## src/rtl/tx_frame_sequencer_pkg.sv

```systemverilog
// tx_frame_pkg: shared state encoding, 802.11a RATE codes, field sizes and N_DBPS lookup
package tx_frame_pkg;
  typedef enum logic [2:0] {IDLE, PREAMBLE, SIGNAL, SERVICE, PSDU, TAIL, PAD} state_t;
  localparam logic [3:0] RATE_6  = 4'b1101;
  localparam logic [3:0] RATE_9  = 4'b1111;
  localparam logic [3:0] RATE_12 = 4'b0101;
  localparam logic [3:0] RATE_18 = 4'b0111;
  localparam logic [3:0] RATE_24 = 4'b1001;
  localparam logic [3:0] RATE_36 = 4'b1011;
  localparam logic [3:0] RATE_48 = 4'b0001;
  localparam logic [3:0] RATE_54 = 4'b0011;
  localparam int SIGNAL_BITS  = 24;
  localparam int SERVICE_BITS = 16;
  localparam int TAIL_BITS    = 6;
  function automatic logic [7:0] ndbps(input logic [3:0] rate);
    case (rate)
      RATE_6:  return 8'd24;
      RATE_9:  return 8'd36;
      RATE_12: return 8'd48;
      RATE_18: return 8'd72;
      RATE_24: return 8'd96;
      RATE_36: return 8'd144;
      RATE_48: return 8'd192;
      RATE_54: return 8'd216;
      default: return 8'd24;
    endcase
  endfunction
endpackage

```

## src/rtl/tx_frame_sequencer_if.sv

```systemverilog
// tx_frame_sequencer_if: frame request, PSDU bit source, output bit handshake and scrambler control
// master = MAC/test side (drives start, rate, length, data_in, out_ready)
// slave  = sequencer side (drives data_req, tx_bit, tx_valid, scr_*, busy, done, error)
// Optional: TX_BITCOUNT_EN adds tx_bit_count.
interface tx_frame_sequencer_if;
  logic        start;
  logic [3:0]  rate;
  logic [11:0] length;
  logic        data_in;
  logic        out_ready;
  logic        data_req;
  logic        tx_bit;
  logic        tx_valid;
  logic        scr_init;
  logic [6:0]  scr_seed;
  logic        scr_advance;
  logic        scr_select;
  logic        busy;
  logic        done;
  logic        error;
`ifdef TX_BITCOUNT_EN
  logic [15:0] tx_bit_count;
`endif
  modport master (
    output start, rate, length, data_in, out_ready,
    input  data_req, tx_bit, tx_valid, scr_init, scr_seed, scr_advance, scr_select, busy, done, error
`ifdef TX_BITCOUNT_EN
    , tx_bit_count
`endif
  );
  modport slave (
    input  start, rate, length, data_in, out_ready,
    output data_req, tx_bit, tx_valid, scr_init, scr_seed, scr_advance, scr_select, busy, done, error
`ifdef TX_BITCOUNT_EN
    , tx_bit_count
`endif
  );
endinterface

```

## src/rtl/tx_frame_sequencer_signal_builder.sv

```systemverilog
// tx_signal_builder: combinational 24-bit SIGNAL field, bit 0 transmitted first
// Ports: i_rate (RATE code, R1 = i_rate[3]), i_length (PSDU bytes), o_signal (word, parity included)
module tx_signal_builder (
  input  logic [3:0]  i_rate,
  input  logic [11:0] i_length,
  output logic [23:0] o_signal
);
  assign o_signal = {6'b000000, ^{i_rate, i_length}, i_length, 1'b0,
                     i_rate[0], i_rate[1], i_rate[2], i_rate[3]};
endmodule

```

## src/rtl/tx_frame_sequencer.sv

```systemverilog
// tx_frame_sequencer: 802.11a PPDU bit sequencer (preamble, SIGNAL, SERVICE, PSDU, TAIL, PAD) with scrambler control
// Ports: i_clk, i_rst (async, active-high), bus (tx_frame_sequencer_if.slave)
// Optional: TX_BITCOUNT_EN adds bus.tx_bit_count, transfers since the last accepted start.
module tx_frame_sequencer
  import tx_frame_pkg::*;
#(
  parameter int                       PREAMBLE_BITS    = 96,
  parameter logic [PREAMBLE_BITS-1:0] PREAMBLE_PATTERN = 96'hAAAA_AAAA_AAAA_AAAA_AAAA_AAAA,
  parameter logic [6:0]               SCR_SEED         = 7'h5D
) (
  input logic i_clk,
  input logic i_rst,
  tx_frame_sequencer_if.slave bus
);
  localparam int PW = $clog2(PREAMBLE_BITS);
  state_t      r_state;
  logic [14:0] r_cnt;
  logic [7:0]  r_sc;
  logic [3:0]  r_rate;
  logic [11:0] r_len;
  logic [6:0]  r_seed;
  logic        r_busy, r_done, r_error, r_scr_init;
  logic [23:0] w_sig;
  logic [7:0]  w_ndbps, w_sc_next;
  logic        w_xfer, w_last, w_phase, w_accept;
  state_t      w_next;
  tx_signal_builder u_sig (.i_rate(r_rate), .i_length(r_len), .o_signal(w_sig));
  always_comb begin
    w_ndbps   = ndbps(r_rate);
    w_sc_next = (r_sc == w_ndbps - 8'd1) ? 8'd0 : r_sc + 8'd1;
    w_phase   = r_state inside {SERVICE, PSDU, TAIL, PAD};
    w_xfer    = (r_state != IDLE) && bus.out_ready;
    w_accept  = bus.start && bus.rate[0] && (bus.length != 12'd0);
    w_last    = r_state == PREAMBLE ? r_cnt == 15'(PREAMBLE_BITS - 1) :
                r_state == SIGNAL   ? r_cnt == 15'(SIGNAL_BITS - 1) :
                r_state == SERVICE  ? r_cnt == 15'(SERVICE_BITS - 1) :
                r_state == PSDU     ? r_cnt == {r_len, 3'b000} - 15'd1 :
                r_state == TAIL     ? r_cnt == 15'(TAIL_BITS - 1) :
                r_state == PAD && r_sc == w_ndbps - 8'd1;
    // TAIL ends the frame only when it closes a whole OFDM symbol
    w_next    = r_state == PREAMBLE ? SIGNAL :
                r_state == SIGNAL   ? SERVICE :
                r_state == SERVICE  ? PSDU :
                r_state == PSDU     ? TAIL :
                r_state == TAIL && w_sc_next != 8'd0 ? PAD : IDLE;
  end
  assign bus.tx_valid    = r_state != IDLE;
  assign bus.tx_bit      = r_state == PREAMBLE ? PREAMBLE_PATTERN[PW'(PREAMBLE_BITS - 1) - r_cnt[PW-1:0]] :
                           r_state == SIGNAL   ? w_sig[r_cnt[4:0]] :
                           r_state == PSDU && bus.data_in;
  assign bus.data_req    = r_state == PSDU && bus.out_ready;
  assign bus.scr_advance = w_phase && bus.out_ready;
  assign bus.scr_select  = r_state inside {SERVICE, PSDU, PAD};
  assign bus.scr_init    = r_scr_init;
  assign bus.scr_seed    = r_seed;
  assign bus.busy        = r_busy;
  assign bus.done        = r_done;
  assign bus.error       = r_error;
  always_ff @(posedge i_clk or posedge i_rst) begin
    if (i_rst) begin
      r_state    <= IDLE;
      r_cnt      <= '0;
      r_sc       <= '0;
      r_rate     <= '0;
      r_len      <= '0;
      r_seed     <= '0;
      r_busy     <= 1'b0;
      r_done     <= 1'b0;
      r_error    <= 1'b0;
      r_scr_init <= 1'b0;
    end else begin
      r_seed     <= SCR_SEED;
      r_done     <= 1'b0;
      r_scr_init <= 1'b0;
      r_error    <= r_state == IDLE && bus.start && !w_accept;
      if (r_state == IDLE && w_accept) begin
        r_rate  <= bus.rate;
        r_len   <= bus.length;
        r_busy  <= 1'b1;
        r_cnt   <= '0;
        r_sc    <= '0;
        r_state <= PREAMBLE;
      end else if (w_xfer) begin
        r_cnt <= w_last ? '0 : r_cnt + 15'd1;
        if (w_phase) r_sc <= w_sc_next;
        if (w_last) begin
          r_state    <= w_next;
          r_busy     <= w_next != IDLE;
          r_done     <= w_next == IDLE;
          r_scr_init <= r_state == SIGNAL;
        end
      end
    end
  end
`ifdef TX_BITCOUNT_EN
  logic [15:0] r_bit_count;
  assign bus.tx_bit_count = r_bit_count;
  always_ff @(posedge i_clk or posedge i_rst) begin
    if (i_rst) r_bit_count <= '0;
    else if (r_state == IDLE && w_accept) r_bit_count <= '0;
    else if (w_xfer) r_bit_count <= r_bit_count + 16'd1;
  end
`endif
endmodule

```

## src/flat_wrapper.sv

```systemverilog
// flat-port wrapper written by rule: the top's interface ports become plain ports
module tx_frame_sequencer_flat import tx_frame_pkg::*;
#(
  parameter int                       PREAMBLE_BITS    = 96,
  parameter logic [PREAMBLE_BITS-1:0] PREAMBLE_PATTERN = 96'hAAAA_AAAA_AAAA_AAAA_AAAA_AAAA,
  parameter logic [6:0]               SCR_SEED         = 7'h5D
)
  (i_clk, i_rst, bus_start, bus_rate, bus_length, bus_data_in, bus_out_ready, bus_data_req, bus_tx_bit, bus_tx_valid, bus_scr_init, bus_scr_seed, bus_scr_advance, bus_scr_select, bus_busy, bus_done, bus_error);
  tx_frame_sequencer_if bus_i ();
  input logic i_clk;
  input logic i_rst;
  input wire logic [$bits(bus_i.start)-1:0] bus_start;
  input wire logic [$bits(bus_i.rate)-1:0] bus_rate;
  input wire logic [$bits(bus_i.length)-1:0] bus_length;
  input wire logic [$bits(bus_i.data_in)-1:0] bus_data_in;
  input wire logic [$bits(bus_i.out_ready)-1:0] bus_out_ready;
  output wire logic [$bits(bus_i.data_req)-1:0] bus_data_req;
  output wire logic [$bits(bus_i.tx_bit)-1:0] bus_tx_bit;
  output wire logic [$bits(bus_i.tx_valid)-1:0] bus_tx_valid;
  output wire logic [$bits(bus_i.scr_init)-1:0] bus_scr_init;
  output wire logic [$bits(bus_i.scr_seed)-1:0] bus_scr_seed;
  output wire logic [$bits(bus_i.scr_advance)-1:0] bus_scr_advance;
  output wire logic [$bits(bus_i.scr_select)-1:0] bus_scr_select;
  output wire logic [$bits(bus_i.busy)-1:0] bus_busy;
  output wire logic [$bits(bus_i.done)-1:0] bus_done;
  output wire logic [$bits(bus_i.error)-1:0] bus_error;
  assign bus_i.start = bus_start;
  assign bus_i.rate = bus_rate;
  assign bus_i.length = bus_length;
  assign bus_i.data_in = bus_data_in;
  assign bus_i.out_ready = bus_out_ready;
  assign bus_data_req = bus_i.data_req;
  assign bus_tx_bit = bus_i.tx_bit;
  assign bus_tx_valid = bus_i.tx_valid;
  assign bus_scr_init = bus_i.scr_init;
  assign bus_scr_seed = bus_i.scr_seed;
  assign bus_scr_advance = bus_i.scr_advance;
  assign bus_scr_select = bus_i.scr_select;
  assign bus_busy = bus_i.busy;
  assign bus_done = bus_i.done;
  assign bus_error = bus_i.error;
  tx_frame_sequencer #(.PREAMBLE_BITS(PREAMBLE_BITS), .PREAMBLE_PATTERN(PREAMBLE_PATTERN), .SCR_SEED(SCR_SEED)) u_core (.i_clk(i_clk), .i_rst(i_rst), .bus(bus_i));
endmodule
```

## config.mk

```make
export PLATFORM = sky130hd
export DESIGN_NAME = tx_frame_sequencer_flat
export DESIGN_NICKNAME = d
export VERILOG_FILES = /design/src/rtl/tx_frame_sequencer_pkg.sv /design/src/rtl/tx_frame_sequencer_if.sv /design/src/rtl/tx_frame_sequencer_signal_builder.sv /design/src/rtl/tx_frame_sequencer.sv /design/src/flat_wrapper.sv
export SDC_FILE = /design/constraint.sdc
export NUM_CORES = 1
export LEC_CHECK = 0
export ABC_AREA = 1
export BUFFER_PORTS_ARGS = -buffer_cell sky130_fd_sc_hd__buf_4
export CAP_MARGIN = 5
export CORE_UTILIZATION = 38
export DETAILED_ROUTE_END_ITERATION = 16
export HOLD_SLACK_MARGIN = 0.06
export SYNTH_ARGS = -nofsm -noshare
export SYNTH_HDL_FRONTEND = slang
export SYNTH_SLANG_ARGS = --single-unit
```

## constraint.sdc

```tcl
create_clock -name i_clk -period 2.8 [get_ports i_clk]
set_input_delay 0.42 -clock i_clk [delete_from_list [all_inputs] [get_ports i_clk]]
set_output_delay 0.42 -clock i_clk [all_outputs]
set_load 0.02 [all_outputs]
```

==> impl_summary.txt, run 1 <==
----------------------------------------------------
[CTS]
  H-tree level count ... 2
  Clock slew seen by the registers of the worst setup and hold paths ... 0.10 ns
  Clk_lat worst skew ... 0.30 ns
  Hold buffers post-CTS ... 0
  Root buf cell ... sky130_fd_sc_hd__clkbuf_8
  CTS sink cnt ... 47
  Total clock buffers created by CTS ... 5
  Number of buffers on the longest clock path ... 2
  CTS tree ... yes

[Drt]
  Remaining antenna violation count ... 0
  Initial detailed-routing violation count ... 216
  Routed WL ... 9870 um
  Vias after detailed routing ... 3,625
  Detailed-route wire length per cell ... 13.7 um
  Via density ... 5.02
  Detailed-route DRC error count ... 0
  First-pass iteration count of the detailed router ... 6

[Timing]
  Pins Over Slew Limit ... 0
  Setup skew after layout ... 0.00762 ns
  Crit share post-route ... 94.6%
  Final Critical Period ... 2.65 ns
  Timing-limited maximum frequency ... 0.377 GHz
  Final Hold Viols ... 0
  Final-report setup violation count ... 0
  Max transition margin ... 62.8%
  Actual transition at the worst max-transition pin ... 0.556 ns

[Placed design]
  Placed standard-cell area ... 0.00419 mm^2
  Port Buf Inserts ... 34
  Number of placed instances, taps included ... 706
  DPL Wire Length ... 7570 um
  GPL Wtd Cong ... 0.884

[Setup path]
  Critical setup path kind ... register to primary output
  Data required time of the critical path ... 2.38 ns
  Critical path endpoint category ... primary output
  Worst setup SP type ... register
  Category of cells accounting for the largest share of critical-path delay ... XOR/XNOR gates
  Count of buffer and inverter cells on the critical path ... 2
  Worst EP arrival ... 2.23 ns
  Crit path cell chain ... inv_2 > ha_1 > xor2_1 > xor2_1 > xor2_1 > o21ai_1 > nand2_1 > nand2_1 > nand3_1 > buf_4
  Largest driver fanout on the critical path ... 5
  Most prevalent standard cell on the critical path ... sky130_fd_sc_hd__xor2_1
  Max stage delay cell, worst path ... sky130_fd_sc_hd__dfrtp_1
  Delay of the slowest cell on the worst path ... 0.41 ns
  R2R Setup Slk ... 0.22 ns

[Yosys]
  Post-synth top area cell ... sky130_fd_sc_hd__dfrtp_1
  Most frequently used cell type in the post-synthesis netlist ... sky130_fd_sc_hd__nand2_1
  Synth area leaders ... sky130_fd_sc_hd__dfrtp_1 31%, sky130_fd_sc_hd__nand2_1 14%, sky130_fd_sc_hd__inv_1 6.8%, sky130_fd_sc_hd__nand3_1 6.6%, sky130_fd_sc_hd__xor2_1 5.5%
  Number of enable flip-flop cells after synthesis ... 0
  Warnings from Yosys ... 0
  Share of synthesized registers carrying an async set or reset ... 100%
  Synth Instances ... 546
  Flip-flop and latch count after synthesis ... 47
  Cell area after synthesis ... 0.00379 mm^2
  Proportion of synthesized chip area in sequential cells ... 31.0%
  Synthesized area divided by synthesized cell count ... 6.95 um^2
  Most used flip-flop cell after synthesis ... sky130_fd_sc_hd__dfrtp_1
  Area share of the largest cell type after synthesis ... 31.0%
  Unique masters post-synth ... 41
  Most common library cells after synthesis ... 145 x sky130_fd_sc_hd__nand2_1, 69 x sky130_fd_sc_hd__inv_1, 53 x sky130_fd_sc_hd__nor2_1

[Pwr]
  Worst vdd ir ... 0.000296 V
  Pwr/cell area ... 1090 mW/mm^2
  Static leakage ... 2.24 nW

[Floorplan]
  Area of the die ... 0.0104 mm^2
  CORE AREA ... 0.00973 mm^2
  Width of the die ... 102 um
  Number of top-level pins ... 37
  # rows ... 36
  Die span in y ... 102 um
  Initial Util ... 39.0%

[GRT]
  Pin count of the biggest net entering global routing ... 34
  Combined global-route utilization of all metal layers ... 20.3%
  Global-route wire length before repair ... 16,800 um
  Overall overflow remaining after global route ... 0
  Vias in the first global route ... 3,534
  Number of antenna violations at the first check in global routing ... 0

[Layout]
  Share of layout cells above drive strength 1 ... 18.5%
  Layout overhead on the synthesized area ... 17.4%
  Fill cell total of the finished layout ... 1,013
  Final Instance Count excl. Fillers ... 722
  # nets final ... 624
  Number of inserted diodes ... 0
  Layout Utilization ... 45.8%
  Cell area after layout ... 0.00445 mm^2

[Run]
  Max-cap violation count ... 0

[Worst hold path]
  Min-delay worst type ... input pin to async pin

[Outcome]
  Result of the run ... finished clean

----------------------------------------------------
==> layout by cell type (no fill, tap or decap), types with 2 or more instances in the layout <==
master                     synthesis  final
sky130_fd_sc_hd__ha_4              0      2
sky130_fd_sc_hd__nor2_2            2      2
sky130_fd_sc_hd__conb_1            2      3
sky130_fd_sc_hd__nand2_1         145    141
sky130_fd_sc_hd__clkinv_1          2      2
sky130_fd_sc_hd__nor4_1            3      3
sky130_fd_sc_hd__o41ai_2           0      2
sky130_fd_sc_hd__o21ai_1           1      3
sky130_fd_sc_hd__o21ai_0          16     14
sky130_fd_sc_hd__dfrtp_2           0      5
sky130_fd_sc_hd__inv_2             5      9
sky130_fd_sc_hd__inv_1            69     65
sky130_fd_sc_hd__a211oi_1          2      2
sky130_fd_sc_hd__nor2_1           53     53
sky130_fd_sc_hd__a21oi_1          24     24
sky130_fd_sc_hd__xnor2_1           8      8
sky130_fd_sc_hd__xor2_1           24     24
sky130_fd_sc_hd__nand4_1          11     11
sky130_fd_sc_hd__clkbuf_8          0      6
sky130_fd_sc_hd__nand3_1          50     49
sky130_fd_sc_hd__o22ai_2          10     10
sky130_fd_sc_hd__nand2_2           4      6
sky130_fd_sc_hd__nand2_4           0      2
sky130_fd_sc_hd__buf_4             7     49
sky130_fd_sc_hd__nor3_2            2      2
sky130_fd_sc_hd__nand3_2           5      5
sky130_fd_sc_hd__dfrtp_1          47     42
sky130_fd_sc_hd__nand3b_1          4      4
sky130_fd_sc_hd__ha_1             15     12
sky130_fd_sc_hd__nor3_1           11     11
==> path summary, 6_finish.rpt <==
kind	start	endpoint	depth (start not counted)
worst max-delay path	u_core.r_len[8]	bus_tx_bit	10
worst min-delay path	i_rst	u_core.r_sc[5]	2
worst max register to register	u_core.r_rate[0]	u_core.bus.busy	18
worst min register to register	u_core.r_state[0]	u_core.r_state[0]	2
max in group asynchronous	i_rst	u_core.r_rate[1]	3
min in group i_clk	bus_rate[0]	u_core.bus.error	2
==> cell families after synthesis <==
logic type                 Yosys count  synth area share (%)
muxes                                1                 0.297
buffers and inverters               92                  10.1
AOI/OAI and AO/OA                   62                  11.1
other                                2                 0.198
and+or+nand+nor                    294                  34.4
adders and majority gates           15                  4.95
DFF                                 47                  31.0
xor gates and xnor gates            33                  7.98
==> where the power goes <==
| part | internal [mW] | switching (mW) | leakage (nW) |
|---|---|---|---|
| registers | 0.929 | 0.354 | 0.582 |
| logic | 1.16 | 1.88 | 1.60 |
| clock network | 0.290 | 0.245 | 0.0612 |
==> what timing repair did <==
action | 4_1_cts | 5_1_grt
endpoints found under the setup margin | 3 | 27
pin swaps | 0 | 10
buffers inserted | 0 | 8
resized for setup | 1 | 24
==> flip-flops by register name, indices dropped and copies added (netlist names) <==
register             flops
u_core.bus.scr_init      1
u_core.bus.scr_seed      1
u_core.r_cnt            15
u_core.r_len            12
u_core.r_sc              8
u_core.r_state           3
u_core.bus.error         1
u_core.bus.busy          1
u_core.r_rate            4
u_core.bus.done          1
==> stage by stage <==
step	total power, mW	TNS (ns)	hold slack, ns	worst slack (ns)
after floorplan	3.37	0	0.449	0.298
after global placement	4.07	0	0.412	0.127
after detailed placement	4.11	0	0.416	0.0155
after CTS	4.67	0	0.0809	0.0340
after global routing	5.34	-0.0112	0.0943	-0.00567
final	4.86	0	0.0736	0.150
==> routing by layer <==
layer,GRT usage (%),vias to the layer above,routed length [um]
li1,-,1842,-
met1,28.9,1666,4880
met2,32.3,98,4370
met3,1.98,19,341
met4,6.92,0,282
met5,0,-,0
==> area by class of cell <==
type                            count  area, um^2  share of cell area [%]
Tap cell                          133         166                    3.74
Clock buffer                        6        82.6                    1.85
Clock inverter                      2        35.0                   0.787
Multi-Input combinational cell    408        2310                    51.9
Timing Repair Buffer               50         388                    8.71
Inverter                           76         285                    6.41
Sequential cell                    47        1180                    26.6
(Power assumes the default switching activity.)
==> run 2, diff against run 1 <==
==> constraint.sdc (replaced) <==
create_clock -name i_clk -period 2.8 [get_ports i_clk]
set_input_delay 0.14 -clock i_clk [delete_from_list [all_inputs] [get_ports i_clk]]
set_output_delay 0.14 -clock i_clk [all_outputs]
set_load 0.02 [all_outputs]
==> run 2 against run 1 <==
Combinational power shrank 5%. Utilization shrank 0.49 points. First-iteration DRC count shrank 24%. Final cell count shrank 0.55%. Largest cell class unchanged. Largest power group unchanged. Global-route usage shrank 0.52 points. Setup slack gained 0.14 ns. Die area is the same. Clock-buffer cell count shrank 1. Register-to-register slack gained 0.07 ns. Clock power grew 14%. Clock skew is essentially flat. Total power shrank 1.5%.
==> impl_summary.txt, run 2 (synthesis results as in run 1) <==
----------------------------------------------------
[Layout]
  Share of layout cells above drive strength 1 ... 16.2% (-2.3 points)
  Layout overhead on the synthesized area ... 16.1%
  Fill cell total of the finished layout ... 990 (-2.3%)
  Regs by FF count ... u_core.r_cnt x15, u_core.r_len x12, u_core.r_sc x8
  Number of flip-flops in the largest register ... 15 (unchanged)
  Most frequent standard cell in the layout excluding fill and tap cells ... sky130_fd_sc_hd__nand2_1
  # nets final ... 620 (-0.64%)
  Layout Utilization ... 45.3% (-0.49 points)
  Register ranked first by flip-flop count ... u_core.r_cnt
  Number of inserted diodes ... 0 (unchanged)
  Most used cells in the layout excluding fill and tap cells ... 142 x sky130_fd_sc_hd__nand2_1, 66 x sky130_fd_sc_hd__inv_1, 53 x sky130_fd_sc_hd__nor2_1

[Outcome]
  Result of the run ... finished clean

[Drt]
  Vias after detailed routing ... 3,607 (-0.50%)
  Routed WL ... 9610 um (-2.7%)
  Detailed-route wire length per cell ... 13.4 um (-2.1%)
  Initial detailed-routing violation count ... 164 (-24%)
  First-pass iteration count of the detailed router ... 6 (unchanged)
  Via density ... 5.02 (about the same)
  Remaining antenna violation count ... 0 (unchanged)
  Detailed-route DRC error count ... 0 (unchanged)

[Timing]
  Setup skew after layout ... 0.00716 ns (-0.000451 ns)
  Final Hold Viols ... 0 (unchanged)
  Final Critical Period ... 2.51 ns (-0.141 ns)
  Actual transition at the worst max-transition pin ... 1.01 ns (+0.454 ns)
  Timing-limited maximum frequency ... 0.399 GHz (+5.6%)
  Max transition margin ... 32.6% (-30 points)
  Pins Over Slew Limit ... 0 (unchanged)
  Final-report setup violation count ... 0 (unchanged)
  Crit share post-route ... 89.6% (-5.1 points)

[CTS]
  CTS tree ... yes
  CTS sink cnt ... 47 (unchanged)
  Clk_lat worst skew ... 0.31 ns (about the same)
  Total clock buffers created by CTS ... 5 (unchanged)
  H-tree level count ... 2 (unchanged)
  Clock slew seen by the registers of the worst setup and hold paths ... 0.10 ns (about the same)
  Number of buffers on the longest clock path ... 2 (unchanged)
  Root buf cell ... sky130_fd_sc_hd__clkbuf_8

[GRT]
  Global-route wire length before repair ... 16,100 um (-4.1%)
  Combined global-route utilization of all metal layers ... 19.8% (-0.52 points)
  Vias in the first global route ... 3,469 (-1.8%)
  Number of antenna violations at the first check in global routing ... 0 (unchanged)
  Pin count of the biggest net entering global routing ... 48 (+41%)
  Overall overflow remaining after global route ... 0 (unchanged)

[Floorplan]
  Area of the die ... 0.0104 mm^2 (unchanged)
  Number of top-level pins ... 37 (unchanged)
  Initial Util ... 39.0% (unchanged)
  # rows ... 36 (unchanged)
  Die span in y ... 102 um (unchanged)
  Width of the die ... 102 um (unchanged)
  CORE AREA ... 0.00973 mm^2 (unchanged)

[Setup path]
  Critical path endpoint category ... register
  Crit path cell chain ... ha_4 > nand2_2 > nand3_2 > nand2_1 > inv_1 > ha_4 > a21boi_1 > o21ai_1 > nor2_1 > nand3_1 > a21oi_2 > nand4_1 > nand2_1 > nor2_2 > nand2_1 > nand2_2 > nand2_4 > nand2_1 > nand2_1
  Max stage delay cell, worst path ... sky130_fd_sc_hd__dfrtp_2
  Count of buffer and inverter cells on the critical path ... 1 (-1)
  Critical setup path kind ... register to register
  Data required time of the critical path ... 3.05 ns (+0.67 ns)
  Largest driver fanout on the critical path ... 6 (+1)
  Worst EP arrival ... 2.76 ns (+0.53 ns)
  Delay of the slowest cell on the worst path ... 0.46 ns (+0.05 ns)
  Category of cells accounting for the largest share of critical-path delay ... simple AND/OR/NAND/NOR gates
  Worst setup SP type ... register
  Most prevalent standard cell on the critical path ... sky130_fd_sc_hd__nand2_1

[Placed design]
  GPL Wtd Cong ... 0.867 (-1.9%)
  Port Buf Inserts ... 34 (unchanged)
  DPL Wire Length ... 7350 um (-2.8%)

[Pwr]
  Pwr/cell area ... 1090 mW/mm^2 (-0.40%)
  Worst vdd ir ... 0.000312 V (+5.6%)
  Total power ... 4.79 mW (-1.5%)
  Static leakage ... 2.21 nW (-1.3%)

[Worst hold path]
  Min-delay worst type ... input pin to async pin

[Run]
  Max-cap violation count ... 0 (unchanged)

----------------------------------------------------
-- run 2: changes by cell type in the layout (fill, tap and decap cells not counted), sizes merged --
cell	change
clkinv	-1
buf	-6
clkinvlp	+1
clkbuf	-1
bufinv	+1
dlygate4sd3	+2
-- run 2: worst register-to-register path, stage by stage, from the launching register on --
cell and delay, ns:
sky130_fd_sc_hd__dfrtp_2 0.46, sky130_fd_sc_hd__ha_4 0.19, sky130_fd_sc_hd__nand2_2 0.09, sky130_fd_sc_hd__nand3_2 0.10, sky130_fd_sc_hd__nand2_1 0.09, sky130_fd_sc_hd__inv_1 0.07
sky130_fd_sc_hd__ha_4 0.21, sky130_fd_sc_hd__a21boi_1 0.11, sky130_fd_sc_hd__o21ai_1 0.07, sky130_fd_sc_hd__nor2_1 0.11, sky130_fd_sc_hd__nand3_1 0.09, sky130_fd_sc_hd__a21oi_2 0.16
sky130_fd_sc_hd__nand4_1 0.15, sky130_fd_sc_hd__nand2_1 0.11, sky130_fd_sc_hd__nor2_2 0.06, sky130_fd_sc_hd__nand2_1 0.07, sky130_fd_sc_hd__nand2_2 0.07, sky130_fd_sc_hd__nand2_4 0.13
sky130_fd_sc_hd__nand2_1 0.07, sky130_fd_sc_hd__nand2_1 0.06
-- run 2: cell type report --
cell class	instances	area [um^2]	share of cell area (%)
well taps	133	166	3.78
flip-flops and latches	47	1180	26.8
inverters	76	285	6.48
multi-input cells	408	2290	51.9
clock buffers	5	68.8	1.56
repair buffers	46	350	7.95
clock inverters	3	67.6	1.53
-- run 2: per-stage QoR --
stage	cell area, um^2	TNS, ns	hold slack (ns)	cells	setup slack [ns]
after floorplan	3800	0	0.226	547	0.298
after global placement	4170	0	0.354	704	0.124
after detailed placement	4170	0	0.357	704	0.0117
after CTS	4320	0	0.0610	713	0.0286
after global routing	4400	-0.0185	0.0710	718	-0.0124
final	4400	0	0.0746	718	0.291
-- run 2: per-layer routing --
layer / vias up / share of wire (%) / GRT usage, %
li1: 1831 / - / -
met1: 1670 / 48 / 27.2
met2: 93 / 45 / 32.3
met3: 13 / 4.0 / 1.85
met4: 0 / 2.5 / 7.58
met5: - / 0 / 0
-- run 2: final timing paths --
check	startpoint	endpoint	slack, ns	depth (start not counted)
min in group i_clk	bus_rate[1]	u_core.r_rate[1]	0.08	3
max reg2reg	u_core.r_rate[0]	u_core.r_state[0]	0.29	19
min	i_rst	u_core.r_sc[0]	0.07	2
max	u_core.r_rate[0]	u_core.r_state[0]	0.29	19
min reg2reg	u_core.bus.busy	u_core.bus.busy	0.49	2
max in group asynchronous	i_rst	u_core.r_rate[2]	2.05	2
-- run 2: report_power, final --
part / internal [mW] / switching (mW) / total [mW] / leakage (nW)
Clock: 0.356 / 0.255 / 0.611 / 0.0644
Sequential: 0.924 / 0.361 / 1.29 / 0.584
Combinational: 1.09 / 1.80 / 2.90 / 1.56
Total: 2.37 / 2.42 / 4.79 / 2.21
-- run 2: repair_timing --
action | in CTS | in global routing
endpoints found under the hold margin | 1 | 1
resized for setup | 1 | 14
pin swaps | 0 | 7
buffers inserted | 0 | 4
hold buffers | 1 | 1
endpoints found under the setup margin | 10 | 27
==> run 3, diff against run 2 <==
ABC_AREA = 0   (was 1)
CORE_MARGIN = 10   (was not set)
CTS_BUF_LIST = sky130_fd_sc_hd__clkbuf_8 sky130_fd_sc_hd__clkbuf_16   (was not set)
==> run 3 against run 2 <==
Final area grew 4.2%. Sequential cell count did not move. Area after synthesis shrank 1.7%. Via count fell by 7.2%. Setup slack worse by 0.19 ns. Combinational power shrank 73%. Clock-buffer cell count is 1 higher. Utilization rose by 2.1 points. Largest power group is now registers. Final cell count down 14%.
==> impl_summary.txt, run 3 <==
----------------------------------------------------
[Outcome]
  Result of the run ... finished clean

[Yosys]
  Synth Instances ... 432 (-21%)
  Post-Synth Adder-Cell Area ... 5.04% (+0.086 points)
  Simple-Gate Fraction of Synth Area ... 24.4% (-10 points)
  Unique masters post-synth ... 65 (+59%)
  Largest family of logic cells by synthesized area ... simple AND/OR/NAND/NOR gates
  Most common library cells after synthesis ... 58 x sky130_fd_sc_hd__nand2_1, 47 x sky130_fd_sc_hd__dfrtp_1, 27 x sky130_fd_sc_hd__xnor2_1
  Warnings from Yosys ... 0 (unchanged)
  Synth area leaders ... sky130_fd_sc_hd__dfrtp_1 32%, sky130_fd_sc_hd__xnor2_1 6.3%, sky130_fd_sc_hd__nand2_1 5.8%, sky130_fd_sc_hd__ha_1 5.0%, sky130_fd_sc_hd__o21ai_0 3.2%
  Synthesized area divided by synthesized cell count ... 8.63 um^2 (+24%)
  Area share of the largest cell type after synthesis ... 31.6% (+0.54 points)
  Number of enable flip-flop cells after synthesis ... 0 (unchanged)
  Compound-gate portion of the synthesized area ... 17.5% (+6.4 points)
  Flip-flop and latch count after synthesis ... 47 (unchanged)
  Most frequently used cell type in the post-synthesis netlist ... sky130_fd_sc_hd__nand2_1
  Multiplexer share of the synthesized area ... 4.30% (+4.0 points)
  Most used flip-flop cell after synthesis ... sky130_fd_sc_hd__dfrtp_1
  Cell area after synthesis ... 0.00373 mm^2 (-1.7%)
  Share of synthesized registers carrying an async set or reset ... 100% (unchanged)
  Synth Area in XOR/XNOR ... 9.16% (+1.2 points)
  Proportion of synthesized chip area in sequential cells ... 31.6% (+0.54 points)
  Post-synth top area cell ... sky130_fd_sc_hd__dfrtp_1

[Floorplan]
  # rows ... 36 (unchanged)
  Initial Util ... 38.5% (-0.49 points)
  Area of the die ... 0.0142 mm^2 (+36%)
  Number of top-level pins ... 37 (unchanged)
  CORE AREA ... 0.00968 mm^2 (-0.46%)
  Width of the die ... 119 um (+17%)
  Die span in y ... 119 um (+17%)

[Drt]
  Vias after detailed routing ... 3,349 (-7.2%)
  Initial detailed-routing violation count ... 246 (+50%)
  Detailed-route wire length per cell ... 16.1 um (+20%)
  Routed WL ... 9860 um (+2.6%)
  Detailed-route DRC error count ... 0 (unchanged)
  Remaining antenna violation count ... 0 (unchanged)
  First-pass iteration count of the detailed router ... 5 (-1)
  Via density ... 5.45 (+8.6%)

[Setup path]
  Category of cells accounting for the largest share of critical-path delay ... compound AO/OA/AOI/OAI gates
  Largest driver fanout on the critical path ... 7 (+1)
  Delay of the slowest cell on the worst path ... 0.51 ns (+0.05 ns)
  Count of buffer and inverter cells on the critical path ... 1 (unchanged)
  Worst setup SP type ... register
  Max stage delay cell, worst path ... sky130_fd_sc_hd__dfrtp_2
  Critical setup path kind ... register to register
  Worst EP arrival ... 2.89 ns (+0.13 ns)
  Data required time of the critical path ... 3.00 ns (-0.05 ns)
  Crit path cell chain ... ha_4 > and3_4 > a311o_1 > xor2_1 > a221o_1 > buf_6 > a221oi_4 > a211oi_2 > and3_1
  Critical path endpoint category ... register

[GRT]
  Number of antenna violations at the first check in global routing ... 0 (unchanged)
  Global-route wire length before repair ... 16,800 um (+4.6%)
  Combined global-route utilization of all metal layers ... 13.9% (-5.9 points)
  Pin count of the biggest net entering global routing ... 48 (unchanged)
  Vias in the first global route ... 3,361 (-3.1%)
  Overall overflow remaining after global route ... 0 (unchanged)

[Timing]
  Actual transition at the worst max-transition pin ... 1.00 ns (-0.00685 ns)
  Final Critical Period ... 2.69 ns (+0.186 ns)
  Setup skew after layout ... 0.00972 ns (+0.00256 ns)
  Pins Over Slew Limit ... 0 (unchanged)
  Final-report setup violation count ... 0 (unchanged)
  Timing-limited maximum frequency ... 0.371 GHz (-6.9%)
  Final Hold Viols ... 0 (unchanged)
  Crit share post-route ... 96.2% (+6.6 points)
  Max transition margin ... 33.1% (+0.46 points)
  Setup total negative slack ... 0 ns (unchanged)
  Setup repair after global routing missed its margin ... true

[Placed design]
  Port Buf Inserts ... 34 (unchanged)
  DPL Wire Length ... 7190 um (-2.2%)
  GPL Wtd Cong ... 0.864 (-0.39%)

[CTS]
  Root buf cell ... sky130_fd_sc_hd__clkbuf_8
  Clock slew seen by the registers of the worst setup and hold paths ... 0.10 ns (about the same)
  CTS tree ... yes
  Number of buffers on the longest clock path ... 2 (unchanged)
  H-tree level count ... 2 (unchanged)
  Total clock buffers created by CTS ... 5 (unchanged)
  CTS sink cnt ... 47 (unchanged)
  Clk_lat worst skew ... 0.31 ns (about the same)

[Layout]
  Number of flip-flops in the largest register ... 15 (unchanged)
  # nets final ... 516 (-17%)
  Most used cells in the layout excluding fill and tap cells ... 58 x sky130_fd_sc_hd__nand2_1, 52 x sky130_fd_sc_hd__buf_4, 44 x sky130_fd_sc_hd__dfrtp_1
  Layout Utilization ... 47.4% (+2.1 points)
  Share of layout cells above drive strength 1 ... 23.5% (+7.3 points)
  Most frequent standard cell in the layout excluding fill and tap cells ... sky130_fd_sc_hd__nand2_1
  Regs by FF count ... u_core.r_cnt x15, u_core.r_len x12, u_core.r_sc x8
  Layout overhead on the synthesized area ... 23.1%
  Number of inserted diodes ... 0 (unchanged)
  Register ranked first by flip-flop count ... u_core.r_cnt

[Worst hold path]
  Min-delay worst type ... input pin to async pin

[Pwr]
  Pwr/cell area ... 480 mW/mm^2 (-56%)
  Worst vdd ir ... 0.000266 V (-15%)
  Total power ... 2.20 mW (-54%)
  Static leakage ... 1.95 nW (-12%)

[Run]
  Max-cap violation count ... 0 (unchanged)

----------------------------------------------------
run 3: cell count changes after synthesis, sizes merged, moves of 19 or more:
cell	change
nor2	-36
inv	-47
xnor2	+19
nand3	-33
nand2	-90
run 3: repair_timing:
item / 4_1_cts / 5_1_grt
pin swaps: 0 / 11
endpoints found under the setup margin: 3 / 28
gates resized for setup: 1 / 33
endpoints found under the hold margin: 14 / 0
hold buffers: 14 / 0
cloned: 0 / 1
setup buffers: 0 / 4
run 3: metrics by stage:
stage	cells	hold slack (ns)	worst slack [ns]	cell area (um^2)
finish	614	0.0672	0.105	4590
global route	614	0.0824	-0.0417	4590
CTS	610	0.0712	0.0104	4370
detailed placement	588	0.354	-0.000803	4110
global placement	588	0.346	0.0777	4110
floorplan	433	0.245	0.0485	3730
run 3: worst reg2reg max path, cell delays in order, from the launching register on:
cell and delay [ns]:
sky130_fd_sc_hd__dfrtp_2 0.51, sky130_fd_sc_hd__ha_4 0.22, sky130_fd_sc_hd__and3_4 0.19, sky130_fd_sc_hd__a311o_1 0.37
sky130_fd_sc_hd__xor2_1 0.18, sky130_fd_sc_hd__a221o_1 0.37, sky130_fd_sc_hd__buf_6 0.16, sky130_fd_sc_hd__a221oi_4 0.33
sky130_fd_sc_hd__a211oi_2 0.07, sky130_fd_sc_hd__and3_1 0.20
run 3: kinds of logic after synthesis:
| family | Yosys count |
|---|---|
| AOI/OAI and AO/OA | 84 |
| xor gates and xnor gates | 39 |
| adders and majority gates | 15 |
| buffers and inverters | 59 |
| DFF | 47 |
| muxes | 11 |
| other | 2 |
| and+or+nand+nor | 175 |
run 3: layer usage:
metal	part of all wire, %	GRT usage (%)	wire length (um)
met1	47	19.1	4650
met2	47	22.1	4620
met3	4.9	2.74	481
met4	1.2	3.13	114
met5	0	0	0
run 3: path summary, 6_finish.rpt:
| check | start | end | slack (ns) | depth (start not counted) |
|---|---|---|---|---|
| max in group asynchronous | i_rst | u_core.r_rate[0] | 2.04 | 2 |
| min in group i_clk | bus_length[9] | u_core.r_len[9] | 0.07 | 3 |
| setup reg to reg | u_core.r_rate[0] | u_core.bus.done | 0.11 | 9 |
| hold reg to reg | u_core.r_sc[0] | u_core.r_sc[0] | 0.54 | 1 |
| setup / recovery | u_core.r_rate[0] | u_core.bus.done | 0.11 | 9 |
| hold / removal | i_rst | u_core.bus.scr_seed[0] | 0.07 | 2 |
run 3: layout make-up:
cell class / count / area (um^2)
clock buffers: 6 / 82.6
clock inverters: 2 / 35.0
fillers: 940 / 5100
inverters: 27 / 101
multi-input cells: 327 / 2420
flip-flops and latches: 47 / 1180
well taps: 133 / 166
repair buffers: 72 / 601
run 3: power breakdown:
part	switching [mW]	total (mW)	internal [mW]
logic	0.416	0.789	0.373
registers	0.123	0.878	0.755
clock network	0.244	0.533	0.289
